### config.mk
export PLATFORM = sky130hd
export DESIGN_NAME = id_operand_unit_206
export DESIGN_NICKNAME = d
export VERILOG_FILES = /design/src/rtl/id_operand_unit_206.sv
export SDC_FILE = /design/constraint.sdc
export NUM_CORES = 2
export LEC_CHECK = 0
export CORE_MARGIN = 2
export CORE_UTILIZATION = 63
export CTS_CLUSTER_DIAMETER = 50
export CTS_CLUSTER_SIZE = 24
export DETAILED_ROUTE_END_ITERATION = 7
export PLACE_DENSITY = 0.82
export SYNTH_ARGS = -nofsm -noshare
export SYNTH_HDL_FRONTEND = slang
export SYNTH_SLANG_ARGS = --single-unit
### constraint.sdc
create_clock -name clk -period 3.53 [get_ports clk]
set_clock_uncertainty 0.2 [all_clocks]
set_input_delay 0.706 -clock clk [delete_from_list [all_inputs] [get_ports clk]]
set_output_delay 0.706 -clock clk [all_outputs]
set_load 0.01 [all_outputs]
### src/rtl/id_operand_unit_206.sv
// Decode-stage operand unit: register file, MEM/Wr forwarding and stall request.
// Operands and stall are combinational; the array and stall counter are clocked.
module id_operand_unit_206 #(
  parameter int DATA_W = 32,
  parameter int ADDR_W = 5,
  parameter int CNT_W  = 32
) (
  input  logic              clk,
  input  logic              rst_n,
  input  logic [ADDR_W-1:0] Ra_Id,
  input  logic [ADDR_W-1:0] Rb_Id,
  input  logic              UseA_Id,
  input  logic              UseB_Id,
  input  logic              RegWr_Ex,
  input  logic [ADDR_W-1:0] Rw_Ex,
  input  logic              RegWr_Mem,
  input  logic [ADDR_W-1:0] Rw_Mem,
  input  logic              MemRead_Mem,
  input  logic [DATA_W-1:0] ALU_ans_Mem,
  input  logic              RegWr_Wr,
  input  logic [ADDR_W-1:0] Rw_Wr,
  input  logic [DATA_W-1:0] busW_Wr,
  output logic [DATA_W-1:0] busA_Id,
  output logic [DATA_W-1:0] busB_Id,
  output logic              Stall_Id,
  output logic [CNT_W-1:0]  StallCnt,
  input  logic [ADDR_W-1:0] DbgAddr,
  output logic [DATA_W-1:0] DbgData
);

  localparam int NREG = 1 << ADDR_W;

  logic [DATA_W-1:0] rf_q [NREG];
  logic [CNT_W-1:0]  cnt_q;
  logic [CNT_W-1:0]  cnt_d;

  logic [1:0][ADDR_W-1:0] src;
  logic [1:0][DATA_W-1:0] opnd;
  logic [1:0]             hit;
  logic                   stall_raw;

  assign src = {Rb_Id, Ra_Id};

  always_ff @(posedge clk or negedge rst_n) begin
    if (!rst_n) begin
      for (int i = 0; i < NREG; i++) begin
        rf_q[i] <= '0;
      end
    end else if (RegWr_Wr && (Rw_Wr != '0)) begin
      rf_q[Rw_Wr] <= busW_Wr;
    end
  end

  // Priority order: $0, EX hazard, MEM load, MEM forward, Wr bypass, array
  always_comb begin
    opnd = '0;
    hit  = '0;
    for (int s = 0; s < 2; s++) begin
      if (src[s] == '0) begin
        opnd[s] = '0;
      end else if (RegWr_Ex && (Rw_Ex == src[s])) begin
        hit[s] = 1'b1;
      end else if (RegWr_Mem && (Rw_Mem == src[s])) begin
        if (MemRead_Mem) begin
          hit[s] = 1'b1;
        end else begin
          opnd[s] = ALU_ans_Mem;
        end
      end else if (RegWr_Wr && (Rw_Wr == src[s])) begin
        opnd[s] = busW_Wr;
      end else begin
        opnd[s] = rf_q[src[s]];
      end
    end
  end

  assign stall_raw = (UseA_Id & hit[0]) | (UseB_Id & hit[1]);
  assign Stall_Id  = rst_n & stall_raw;

  assign busA_Id = rst_n ? opnd[0] : '0;
  assign busB_Id = rst_n ? opnd[1] : '0;

  always_comb begin
    DbgData = '0;
    if (rst_n && (DbgAddr != '0)) begin
      DbgData = rf_q[DbgAddr];
    end
  end

  always_comb begin
    cnt_d = cnt_q;
    if (Stall_Id && (cnt_q != '1)) begin
      cnt_d = cnt_q + CNT_W'(1);
    end
  end

  always_ff @(posedge clk or negedge rst_n) begin
    if (!rst_n) begin
      cnt_q <= '0;
    end else begin
      cnt_q <= cnt_d;
    end
  end

  assign StallCnt = cnt_q;

endmodule

==> results.json, run 1 <==
{
  "status": "did not finish",
  "lastStage": "global routing",
  "tool.error": "[ERROR GRT-0232] Routing congestion too high. Check the congestion heatmap in the GUI.",
  "start_util": 0.633,
  "ys_seq_elements": 1056,
  "grt_antenna_before_repair": 69,
  "yosysTopAreaCell": "dfrtp_1",
  "gp_congestion": 1.01,
  "root_buffer": "clkbuf_16",
  "yosysSeqAreaShare": 0.404,
  "grt_max_degree": 180,
  "port_buffers": 230,
  "place_area_um2": 74200,
  "synth_nets": 4748,
  "synth_top_area_share": 0.404,
  "worst_endpoint": "busA_Id[0]",
  "synth.distinct_cells": 67,
  "die_h_um": 326,
  "cts-buffers-inserted": 119,
  "cts_buffer_depth": 3,
  "netlist_top_cells_count": "dfrtp_1 (1056), mux2_2 (1046), mux4_2 (637)",
  "yosysMostFrequentCell": "dfrtp_1",
  "ys.warnings.count": 0,
  "overflow": 65,
  "syn_inst": 4645,
  "synthesis.area_um2": 65400,
  "dieWidth_um": 326,
  "synth_edf_count": 0,
  "fp-row-count": 118,
  "synth-async-reset-ratio": 1.00,
  "io_pins": 231,
  "cts_max_level": 3,
  "dp_cells": 6357,
  "cts.sinks": 1056,
  "ys.flop_type": "dfrtp_1",
  "worstEndpointType": "top-level output",
  "dp_hpwl_mm": 164,
  "syn_avg_cell_area_um2": 14.1,
  "track_usage": 0.813,
  "synth_area_leaders": "dfrtp_1 (40%), mux4_2 (22%), mux2_2 (18%)"
}
==> per-stage QoR <==
| step | setup WS [ns] | hold WS (ns) |
|---|---|---|
| floorplan | 0.151 | 0.210 |
| global placement | -0.944 | 0.199 |
| detailed placement | -0.971 | 0.206 |
| CTS | -0.399 | 0.166 |
==> logic make-up after synthesis <==
group / share of synthesized area
AO/OA/AOI/OAI: 0.0611
XOR/XNOR: 0.00804
adder cells (fa/ha/maj): 0.000191
buffers and inverters: 0.0421
flip-flops: 0.404
multiplexers: 0.453
AND/OR/NAND/NOR: 0.0309
==> repair_timing <==
item	CTS
cloned	30
buffers inserted	207
setup endpoints to repair	97
endpoints found under the hold margin	19
gates resized for setup	1035
hold buffers	2
pin swaps	187
==> metal layers <==
metal | track usage | GRT overflow
met1 | 0.785 | 5
met5 | 0.657 | 0
met2 | 0.915 | 34
met4 | 0.775 | 20
met3 | 0.761 | 6
==> run 2: changes to the inputs <==
- CORE_UTILIZATION: 63 -> 40
- CTS_CLUSTER_DIAMETER: 50 -> not set
- CTS_CLUSTER_SIZE: 24 -> not set
- PLACE_DENSITY: 0.82 -> not set
- PLACE_DENSITY_LB_ADDON: not set -> 0.15
==> run 2 against run 1 <==
Against the previous run: synthesized cell count is the same; the flow now finishes, with violations (negative setup slack); synthesized area is the same.
==> results.json, run 2 <==
{
  "status": "finished, violations left",
  "violations": "negative setup slack",
  "syn_avg_cell_area_um2": 14.1,
  "fmax_mhz": 261,
  "clock_latency_ns": 0.76,
  "synth_compound_area_frac": 0.0611,
  "cts-buffers-inserted": 121,
  "fin_util": 0.540,
  "synth_top_family_by_area": "multiplexers",
  "fin_setup_tns_ns": -7.93,
  "worst_pin_slew_ns": 1.14,
  "grt_antenna_before_repair": 11,
  "period_share": 1.09,
  "synth-xor-area-share": 0.00804,
  "io_pins": 231,
  "critPathKind": "in2out",
  "synth_edf_count": 0,
  "antenna_left": 0,
  "ys_seq_elements": 1056,
  "arrival_ns": 2.93,
  "fin_nets": 5575,
  "wl_per_cell_um": 36.4,
  "drive_gt1_frac": 0.632,
  "cp.required_ns": 2.62,
  "min_path_type": "in2async",
  "drtIter0Drc": 6157,
  "port_buffers": 230,
  "regMostFlops": "rf_q",
  "critPathLaunchType": "input pin",
  "vias": 51400,
  "start_util": 0.402,
  "synth-async-reset-ratio": 1.00,
  "grt_max_degree": 175,
  "core-area_um2": 163000,
  "synth_nets": 4748,
  "synthMuxAreaShare": 0.453,
  "grt_pass1_wl_mm": 398,
  "r2r-start": "StallCnt[0]",
  "fill_cells": 13500,
  "maxCapViolations": 0,
  "power.total_mw": 42.4,
  "area_growth_pct": 34.3,
  "largest_reg_flops": 1024,
  "cts_tree": "done",
  "finalSetupViolCount": 72,
  "dp_hpwl_mm": 178,
  "layout_commonest_cell": "dfrtp_1",
  "yosysMostFrequentCell": "dfrtp_1",
  "synth_simple_gate_area_share": 0.0309,
  "dieWidth_um": 408,
  "ys.flop_type": "dfrtp_1",
  "critPathMaxFanout": 9,
  "grt_pass1_vias": 51500,
  "r2r_cells": 7,
  "track_usage": 0.333,
  "synthesis.area_um2": 65400,
  "ys.warnings.count": 0,
  "r2r_setup_slack_ns": 1.10,
  "dp_slack_ns": -1.65,
  "relSlewSlack": 0.238,
  "synth_top_area_share": 0.404,
  "totalWireLength_mm": 283,
  "cts.sinks": 1056,
  "cts_buffer_depth": 3,
  "r2r-end": "StallCnt[1]",
  "via_per_inst": 6.63,
  "drc": 0,
  "crit_end": "busA_Id[16]",
  "setup.worst_path.start": "Ra_Id[1]",
  "power_leakage_nw": 37.3,
  "die_area_um2": 167000,
  "fin_ws_ns": -0.306,
  "synth.distinct_cells": 67,
  "first_pass_iters": 5,
  "fp-row-count": 148,
  "yosysSeqAreaShare": 0.404,
  "ir_drop_mv": 0.481,
  "die_h_um": 408,
  "worst_setup_path_end_kind": "primary output",
  "power.density_nw_per_um2": 483,
  "netlist_top_cells_count": "dfrtp_1 (1056), mux2_2 (1046), mux4_2 (637)",
  "root_buffer": "clkbuf_16",
  "finalHoldViolations": 0,
  "overflow": 0,
  "cts_max_level": 3,
  "synthAdderAreaFrac": 0.000191,
  "syn_inst": 4645,
  "most-common-layout-cells": "dfrtp_1 (1056), mux2_2 (1019), mux4_2 (647)",
  "synth_area_leaders": "dfrtp_1 (40%), mux4_2 (22%), mux2_2 (18%)",
  "rsz0062_at_grt": "true",
  "yosysTopAreaCell": "dfrtp_1",
  "maxSlewViolCount": 0,
  "fin_crit_ns": 3.84,
  "path_clk_slew_ns": 0.06,
  "gp_congestion": 0.903
}
==> run 2: cell type report <==
| cell class | instances | area (um^2) | share of cell area |
|---|---|---|---|
| flip-flops and latches | 1056 | 26400 | 0.301 |
| multi-input cells | 3025 | 39800 | 0.454 |
| well taps | 2175 | 2720 | 0.0310 |
| repair buffers | 1257 | 14500 | 0.165 |
| diodes | 4 | 10.0 | 0.000114 |
| clock inverters | 61 | 821 | 0.00935 |
| clock buffers | 169 | 3480 | 0.0396 |
| inverters | 11 | 53.8 | 0.000613 |
==> run 2: stage by stage <==
step                hold slack, ns  instance area [um^2]  cells
global placement             0.201                 75400   7163
CTS                         0.0702                 85600   7648
finish                      0.0916                 87800   7758
floorplan                    0.210                 65400   4645
detailed placement           0.206                 75400   7163
global route                 0.102                 87800   7755
==> run 2: worst max-delay path, cell delays in order <==
cell and delay (ns):
buf_8 0.11, buf_12 0.12, buf_8 0.13, buf_12 0.14, buf_8 0.13, buf_12 0.12, buf_12 0.13, buf_4 0.13
mux4_2 0.30, a22o_1 0.21, o211ai_1 0.37, o21ai_1 0.15, buf_2 0.17
==> run 2: repair_timing <==
| item | 4_1_cts | 5_1_grt |
|---|---|---|
| gates resized for setup | 1165 | 320 |
| gates cloned | 24 | 9 |
| hold buffers | 1 | 0 |
| hold endpoints to repair | 7 | 0 |
| setup buffers | 252 | 138 |
| endpoints found under the setup margin | 97 | 94 |
| pin swaps | 138 | 178 |
==> run 2: power breakdown <==
group	internal [mW]	leakage, nW	switching, mW	total [mW]
registers	14.4	13.6	2.32	16.7
clock network	8.05	2.12	5.68	13.7
logic	6.97	21.6	5.04	12.0
total	29.4	37.3	13.0	42.4
==> run 2: cell families (layout without fill, tap and decap cells) <==
| logic type | after synthesis | in the layout |
|---|---|---|
| xor gates and xnor gates | 60 | 60 |
| AOI/OAI and AO/OA | 546 | 546 |
| buffers and inverters | 564 | 1498 |
| and+or+nand+nor | 441 | 441 |
| muxes | 1977 | 1977 |
| other | 0 | 4 |
| DFF | 1056 | 1056 |
| adders and majority gates | 1 | 1 |
==> run 2: layer usage <==
metal | GRT usage | part of all wire | vias up
met5 | 0 | 0.00025 | -
met4 | 0.166 | 0.059 | 10
met3 | 0.0865 | 0.10 | 809
met2 | 0.501 | 0.45 | 3021
met1 | 0.445 | 0.39 | 27400
li1 | - | - | 20100
==> run 2: worst min-delay path by stage <==
stage / start / to / slack (ns) / cells past startpoint
3_5_place_dp: rf_q[1011] / rf_q[1011] / 0.21 / 0
3_3_place_gp: rf_q[992] / rf_q[992] / 0.20 / 0
4_1_cts: rst_n / rf_q[318] / 0.07 / 3
2_1_floorplan: rst_n / StallCnt[0] / 0.21 / 0
6_report: rst_n / rf_q[318] / 0.09 / 3
5_1_grt: rst_n / rf_q[318] / 0.10 / 3
Power figures use the tool's default switching activity.
